===== config.mk =====
export PLATFORM = sky130hd
export DESIGN_NAME = ter_inv_arbiter_flat
export DESIGN_NICKNAME = d
export VERILOG_FILES = /design/src/rtl/ter_inv_arbiter_if.sv /design/src/rtl/ter_inv_arbiter.sv /design/src/flat_wrapper.sv
export SDC_FILE = /design/constraint.sdc
export NUM_CORES = 1
export LEC_CHECK = 0
export CAP_MARGIN = 20
export CORE_MARGIN = 3
export CORE_UTILIZATION = 46
export CTS_BUF_LIST = sky130_fd_sc_hd__clkbuf_16
export DETAILED_ROUTE_END_ITERATION = 8
export PLACE_DENSITY_LB_ADDON = 0.15
export SLEW_MARGIN = 10
export SYNTH_ARGS = -nofsm -noshare
export SYNTH_HDL_FRONTEND = slang
export SYNTH_SLANG_ARGS = --single-unit

===== constraint.sdc =====
create_clock -name clk -period 1.6 [get_ports clk]
set_input_delay 0.32 -clock clk [delete_from_list [all_inputs] [get_ports clk]]
set_output_delay 0.32 -clock clk [all_outputs]
set_load 0.01 [all_outputs]

===== src/rtl/ter_inv_arbiter_if.sv =====
// ---------------------------------------------------------------------------
// ter_inv_arbiter_if
// Request/response bundle for ter_inv_arbiter.
//   TRITS      : trits per word; data buses are 2*TRITS bits, trit k at [2k+1:2k]
//   req0_*     : requester 0 valid/data/ready handshake
//   req1_*     : requester 1 valid/data/ready handshake
//   rsp_*      : inverted word, owning requester id, valid/ready handshake
// Modports: slave = arbiter side, master = requesters/consumer side.
// ---------------------------------------------------------------------------
interface ter_inv_arbiter_if #(
   parameter int unsigned TRITS = 4
);
   logic                 req0_valid;
   logic [2*TRITS-1:0]   req0_data;
   logic                 req0_ready;
   logic                 req1_valid;
   logic [2*TRITS-1:0]   req1_data;
   logic                 req1_ready;
   logic                 rsp_valid;
   logic                 rsp_ready;
   logic [2*TRITS-1:0]   rsp_data;
   logic                 rsp_id;

   modport slave (
      input  req0_valid, req0_data,
      output req0_ready,
      input  req1_valid, req1_data,
      output req1_ready,
      output rsp_valid, rsp_data, rsp_id,
      input  rsp_ready
   );

   modport master (
      output req0_valid, req0_data,
      input  req0_ready,
      output req1_valid, req1_data,
      input  req1_ready,
      input  rsp_valid, rsp_data, rsp_id,
      output rsp_ready
   );
endinterface


===== src/rtl/ter_inv_arbiter.sv =====
// ---------------------------------------------------------------------------
// ter_inv_arbiter
// Two-requester arbiter in front of a single serial balanced-ternary inverter.
// A granted word is latched, inverted one trit per cycle (LSB trit first)
// through one shared trit inverter, then presented on the response channel
// until the consumer accepts it. Round-robin priority flips to the requester
// not just served.
//
// Ports:
//   clk    : clock, rising edge
//   rst_n  : asynchronous active-low reset
//   bus    : ter_inv_arbiter_if.slave (req0/req1/rsp handshakes)
//   busy   : high whenever the FSM is not IDLE
//   err    : (only with TER_INV_INVALID_CHECK_EN) word held in DONE contained
//            an invalid trit (2'b11); valid with rsp_valid
//
// Configuration macro: TER_INV_INVALID_CHECK_EN
//   undefined : no err port, 2'b11 trits pass through unchanged
//   defined   : adds the err output and the invalid-trit check
// ---------------------------------------------------------------------------
module ter_inv_arbiter #(
   parameter int unsigned TRITS = 4
) (
   input  logic              clk,
   input  logic              rst_n,
   ter_inv_arbiter_if.slave  bus,
   output logic              busy
`ifdef TER_INV_INVALID_CHECK_EN
   ,
   output logic              err
`endif
);

   localparam int unsigned CW = (TRITS > 1) ? $clog2(TRITS) : 1;
   localparam int unsigned DW = 2 * TRITS;

   localparam logic [1:0] S_IDLE = 2'd0;
   localparam logic [1:0] S_RUN  = 2'd1;
   localparam logic [1:0] S_DONE = 2'd2;

   localparam logic [CW-1:0] LAST = CW'(TRITS - 1);

   logic [1:0]    r_state;
   logic [CW-1:0] r_cnt;
   logic          r_prio;
   logic          r_id;
   logic [DW-1:0] r_word;
   logic [DW-1:0] r_result;

   logic          w_gnt;
   logic          w_hs;
   logic [1:0]    w_trit;
   logic [1:0]    w_inv;

   // Grant: a lone requester wins; with both valid the priority pointer decides.
   always_comb begin
      w_gnt = r_prio;
      if (bus.req0_valid && !bus.req1_valid)
         w_gnt = 1'b0;
      else if (bus.req1_valid && !bus.req0_valid)
         w_gnt = 1'b1;
   end

   // Readys are gated by rst_n so they drop the instant reset asserts,
   // not just once the state register has been cleared.
   assign bus.req0_ready = rst_n && (r_state == S_IDLE) && bus.req0_valid && !w_gnt;
   assign bus.req1_ready = rst_n && (r_state == S_IDLE) && bus.req1_valid &&  w_gnt;
   assign w_hs           = bus.req0_ready || bus.req1_ready;

   // Shared trit inverter: select trit[cnt], swapping the two bits maps
   // 01<->10 and leaves 00 and 11 unchanged.
   always_comb begin
      w_trit = 2'b00;
      for (int unsigned k = 0; k < TRITS; k++) begin
         if (r_cnt == CW'(k))
            w_trit = r_word[2*k +: 2];
      end
      w_inv = {w_trit[0], w_trit[1]};
   end

`ifdef TER_INV_INVALID_CHECK_EN
   logic w_any_invalid;
   logic r_err;

   always_comb begin
      w_any_invalid = 1'b0;
      for (int unsigned k = 0; k < TRITS; k++) begin
         if (r_word[2*k +: 2] == 2'b11)
            w_any_invalid = 1'b1;
      end
   end

   always_ff @(posedge clk or negedge rst_n) begin
      if (!rst_n) begin
         r_err <= 1'b0;
      end else if ((r_state == S_RUN) && (r_cnt == LAST)) begin
         r_err <= w_any_invalid;
      end else if ((r_state == S_DONE) && bus.rsp_ready) begin
         r_err <= 1'b0;
      end
   end

   assign err = r_err;
`endif

   always_ff @(posedge clk or negedge rst_n) begin
      if (!rst_n) begin
         r_state  <= S_IDLE;
         r_cnt    <= '0;
         r_prio   <= 1'b0;
         r_id     <= 1'b0;
         r_word   <= '0;
         r_result <= '0;
      end else begin
         case (r_state)
            S_IDLE: begin
               if (w_hs) begin
                  r_word  <= w_gnt ? bus.req1_data : bus.req0_data;
                  r_id    <= w_gnt;
                  r_cnt   <= '0;
                  r_state <= S_RUN;
               end
            end
            S_RUN: begin
               for (int unsigned k = 0; k < TRITS; k++) begin
                  if (r_cnt == CW'(k))
                     r_result[2*k +: 2] <= w_inv;
               end
               if (r_cnt == LAST) begin
                  r_cnt   <= '0;
                  r_state <= S_DONE;
               end else begin
                  r_cnt <= r_cnt + 1'b1;
               end
            end
            S_DONE: begin
               if (bus.rsp_ready) begin
                  r_prio  <= ~r_id;
                  r_state <= S_IDLE;
               end
            end
            default: begin
               r_state <= S_IDLE;
            end
         endcase
      end
   end

   assign bus.rsp_valid = (r_state == S_DONE);
   assign bus.rsp_data  = (r_state == S_DONE) ? r_result : '0;
   assign bus.rsp_id    = (r_state == S_DONE) ? r_id : 1'b0;
   assign busy          = (r_state != S_IDLE);

endmodule


===== src/flat_wrapper.sv =====
// flat-port wrapper written by rule: the top's interface ports become plain ports
module ter_inv_arbiter_flat 
#(
   parameter int unsigned TRITS = 4
)
  (clk, rst_n, busy, bus_req0_valid, bus_req0_data, bus_req0_ready, bus_req1_valid, bus_req1_data, bus_req1_ready, bus_rsp_valid, bus_rsp_data, bus_rsp_id, bus_rsp_ready);
  ter_inv_arbiter_if #(.TRITS(TRITS)) bus_i ();
  input  logic clk;
  input  logic rst_n;
  output logic busy;
  input wire logic [$bits(bus_i.req0_valid)-1:0] bus_req0_valid;
  input wire logic [$bits(bus_i.req0_data)-1:0] bus_req0_data;
  output wire logic [$bits(bus_i.req0_ready)-1:0] bus_req0_ready;
  input wire logic [$bits(bus_i.req1_valid)-1:0] bus_req1_valid;
  input wire logic [$bits(bus_i.req1_data)-1:0] bus_req1_data;
  output wire logic [$bits(bus_i.req1_ready)-1:0] bus_req1_ready;
  output wire logic [$bits(bus_i.rsp_valid)-1:0] bus_rsp_valid;
  output wire logic [$bits(bus_i.rsp_data)-1:0] bus_rsp_data;
  output wire logic [$bits(bus_i.rsp_id)-1:0] bus_rsp_id;
  input wire logic [$bits(bus_i.rsp_ready)-1:0] bus_rsp_ready;
  assign bus_i.req0_valid = bus_req0_valid;
  assign bus_i.req0_data = bus_req0_data;
  assign bus_req0_ready = bus_i.req0_ready;
  assign bus_i.req1_valid = bus_req1_valid;
  assign bus_i.req1_data = bus_req1_data;
  assign bus_req1_ready = bus_i.req1_ready;
  assign bus_rsp_valid = bus_i.rsp_valid;
  assign bus_rsp_data = bus_i.rsp_data;
  assign bus_rsp_id = bus_i.rsp_id;
  assign bus_i.rsp_ready = bus_rsp_ready;
  ter_inv_arbiter #(.TRITS(TRITS)) u_core (.clk(clk), .rst_n(rst_n), .bus(bus_i), .busy(busy));
endmodule

==> flow_results.org <==
** Placement
- Placed Area :: 0.001582 mm2
- Port buffering added 33 buffers.
- Last weighted congestion value of the routability-driven placer :: 0.8570
- Summed over all nets, the half-perimeter wirelength after detailed placement is 2.010 mm.

** Floorplan
- Measured along the y axis, the die boundary spans 56.81 um.
- For this configuration, the core starts out at a cell density of 51.21%.
- Core area :: 0.002318 mm2
- 34 I/O pins were placed.
- The floorplan step set the die width to 56.81 um.
- Die outline area :: 0.003227 mm2
- Number of placement rows :: 17

** STA
- Slew HR :: 80.12%
- At the pin with the least slew margin, the transition time is 0.2981 ns.
- The tightest hold path in the finished design has a slack of 0.1901 ns.
- Based on the critical path, the design can be clocked at up to 0.5674 GHz.
- The final critical path takes up 110.2% of the cycle.
- Unrepaired setup endpoints after global routing :: yes
- For the final database, setup skew stands at 0.001153 ns.
- Across all setup checks in the final design, the least slack found is -0.1625 ns.
- Endpoints failing setup :: 11
- The final max-slew violation count was 0.
- Final hold violation count :: 0
- Shortest clock period the worst path allows after layout :: 1.763 ns

** Setup path
- STA classifies the critical path startpoint as a flip-flop.
- Critical-path maximum fanout :: 4
- The critical path is of the flip-flop to output port type.
- In this design, the largest share of critical-path delay is due to flip-flops.
- Worst reg2reg path startpoint :: u_core.r_cnt[0]
- Traced cell by cell, the critical path runs through buf_12 > nor3b_4 > buf_6 > nand2_4 > a21oi_2 > buf_2.
- For the worst setup path, the data required time is 1.28 ns.
- The slowest stage of the critical path belongs to the cell sky130_fd_sc_hd__dfrtp_2.
- Maximum single-stage delay on the critical path :: 0.43 ns
- Worst R2R Setup Slack :: 0.07 ns
- Critical path data arrival time :: 1.44 ns
- The critical path contains buffers and inverters numbering 3 combined.
- R2R Path End :: u_core.r_result[0]
- The worst setup path is captured at an output port.
- Register-to-Register Path Depth :: 6

** Global routing
- Global routing used 19.55% of the available tracks across all layers.
- GRT Residual Overflow :: 0
- Via count of the first global-routing pass :: 1027
- Global-route wire length before repair :: 4.878 mm
- The initial antenna violation count came to 0.
- Entering global routing, the biggest net connects 24 pins.

** Worst hold path
- The tightest min-delay check is of the primary input to asynchronous set/reset pin type.

** Power and ir drop
- Dividing total power by cell area gives a power density of 1749 mW/mm2.
- Leakage :: 0.8574 nW
- Peak ir drop on the vdd network :: 0.001164 V

** Logic synthesis
- Post-Syn Instances :: 113
- Sequential cells were found to cover 46.36% of the synthesized design area.
- The mapped netlist covers 0.001187 mm2.
- Number of distinct library cells after synthesis :: 28
- Register bit total from synthesis :: 22
- Synthesized area per cell :: 10.51 um2
- Yosys warnings :: 0
- The number of nets handed over by synthesis was 138.

** Status
- Status :: complete, but fails checks
- Violations in the final reports :: setup timing

** Layout
- Post-Layout Inst Area :: 0.001827 mm2
- The filler cells instantiated in the layout total 155.
- The sequential cells in the finished layout cover a total of 555.5 um2.
- The repair_antennas step left the layout with diodes totalling 0.
- Once layout is complete, the utilization of the core stands at 78.79%.
- Layout area overhead :: 53.85%
- Share of layout cells above drive strength 1 :: 38.41%
- Commonest cells after routing, fill and taps aside :: sky130_fd_sc_hd__dfrtp_1, sky130_fd_sc_hd__clkdlybuf4s50_1, sky130_fd_sc_hd__buf_4, sky130_fd_sc_hd__a21oi_1, sky130_fd_sc_hd__buf_6
- The net count of the finished layout is 190.
- The multi-input combinational cells in the finished layout cover a total of 634.4 um2.
- Most common cell after layout, fill and taps aside :: sky130_fd_sc_hd__dfrtp_1

** Run
- The tool flagged a number of max-cap violations equal to 0.

** Clocking
- Clock tree buffer depth :: 2
- The number of clock buffers added by TritonCTS is 3.
- For this design, the sink count on the clock tree is 22.
- Clock-pin slew was measured on the worst setup and hold paths at 0.06 ns.
- H-tree level count :: 1
- TritonCTS built the clock tree.
- Clock root buffer :: sky130_fd_sc_hd__clkbuf_16
- Clock latency on the worst-skew pair, taken at its later pin, is 0.25 ns.

** Routing
- After detailed routing, the average wire length per cell comes to 15.77 um.
- In this run, the number of DRC markers left after iteration 0 of detailed routing was 35.
- Count of unresolved DRC violations after routing :: 0
- Total number of vias :: 1052
- For this block, the routed nets add up to 3.028 mm of wire.
- The first detailed-routing pass ran for 4 iterations.
- Via density per instance :: 5.479
- Post-route ant nets :: 0
## cells in the mapped netlist
cell type	number	area, um2
sky130_fd_sc_hd__dfrtp_1	22	550.5
sky130_fd_sc_hd__a21oi_1	12	60.06
sky130_fd_sc_hd__mux2i_1	11	110.1
sky130_fd_sc_hd__and2_1	9	56.30
sky130_fd_sc_hd__nand2_1	9	33.78
sky130_fd_sc_hd__nor2_1	9	33.78
sky130_fd_sc_hd__inv_1	5	18.77
sky130_fd_sc_hd__mux2_2	5	56.30
sky130_fd_sc_hd__ha_1	4	50.05
sky130_fd_sc_hd__o21ai_0	4	20.02
sky130_fd_sc_hd__a22o_1	2	17.52
sky130_fd_sc_hd__and2b_2	2	17.52
sky130_fd_sc_hd__buf_6	2	22.52
sky130_fd_sc_hd__o21a_1	2	15.01
sky130_fd_sc_hd__o21bai_1	2	15.01
sky130_fd_sc_hd__a21o_1	1	7.510
sky130_fd_sc_hd__a31oi_1	1	6.260
sky130_fd_sc_hd__buf_12	1	20.02
sky130_fd_sc_hd__buf_2	1	5.000
sky130_fd_sc_hd__clkbuf_1	1	3.750
sky130_fd_sc_hd__maj3_2	1	11.26
sky130_fd_sc_hd__nand2b_1	1	6.260
sky130_fd_sc_hd__nor2_2	1	6.260
sky130_fd_sc_hd__nor3b_2	1	12.51
sky130_fd_sc_hd__o211a_1	1	10.01
sky130_fd_sc_hd__o31ai_1	1	7.510
sky130_fd_sc_hd__or2_2	1	6.260
sky130_fd_sc_hd__or2b_1	1	7.510
## layout make-up
cell class | count | area share [%]
clock buffers | 3 | 4.110
clock inverters | 1 | 1.644
inverters | 5 | 1.027
multi-input cells | 82 | 34.73
flip-flops and latches | 22 | 30.41
well taps | 28 | 1.918
repair buffers | 51 | 26.16
## metal layers
layer / global-route usage, % / up-vias / wire length [um]
met1: 22.64 / 507 / 1161
li1: - / 488 / -
met2: 34.98 / 47 / 1599
met3: 3.678 / 10 / 188
met4: 7.947 / 0 / 79
met5: 0 / - / 0
## registers in the layout, indices dropped and copies added (netlist names)
signal,count
u_core.r_cnt,2
u_core.r_id,1
u_core.r_prio,1
u_core.r_result,8
u_core.r_state,2
u_core.r_word,8
## worst max-delay path by stage
stage / start / to / cells after the start
after global routing: u_core.r_state[0] / bus_req0_ready / 6
after floorplan: u_core.r_state[0] / bus_rsp_data[0] / 3
after global placement: rst_n / bus_req0_ready / 5
after CTS: u_core.r_state[1] / bus_req0_ready / 6
final: u_core.r_state[1] / bus_req0_ready / 6
after detailed placement: rst_n / bus_req0_ready / 5
## per-stage QoR
stage	instances	power (W)	setup slack [ns]	setup TNS, ns
2_1_floorplan	113	0.001797	0.1719	0
3_3_place_gp	178	0.002123	-0.4764	-3.544
3_5_place_dp	178	0.002205	-0.5266	-4.219
4_1_cts	190	0.003063	-0.1519	-0.7323
5_1_grt	192	0.003400	-0.2446	-1.476
6_report	192	0.003195	-0.1625	-1.046
## timing repair
action                     in CTS  in global routing
hold buffers                    0                  0
setup endpoints to repair      14                 17
pin swaps                       9                  4
gates resized for setup        66                 22
buffers inserted                7                  2
gates cloned                    1                  0
## worst reg2reg max path: cells and delay by family (launching register included)
kind	cells	cell delay [ns]
and+or+nand+nor	1	0.07
AOI/OAI and AO/OA	1	0.10
adders and majority gates	1	0.18
DFF	1	0.44
muxes	2	0.48
buffers and inverters	1	0.14
## kinds of logic after synthesis
family | after synthesis | share of synthesized area [%]
adders and majority gates | 5 | 5.163
and+or+nand+nor | 34 | 15.17
muxes | 16 | 14.01
DFF | 22 | 46.36
buffers and inverters | 10 | 5.900
AOI/OAI and AO/OA | 26 | 13.38
## report_power, final
part	leakage [nW]	internal [W]	switching [W]
sequential	0.249	0.000842	0.000202
clock	0.0511	0.000497	0.000202
combinational	0.558	0.000779	0.000674
total	0.857	0.00212	0.00108
(Power assumes the default switching activity.)
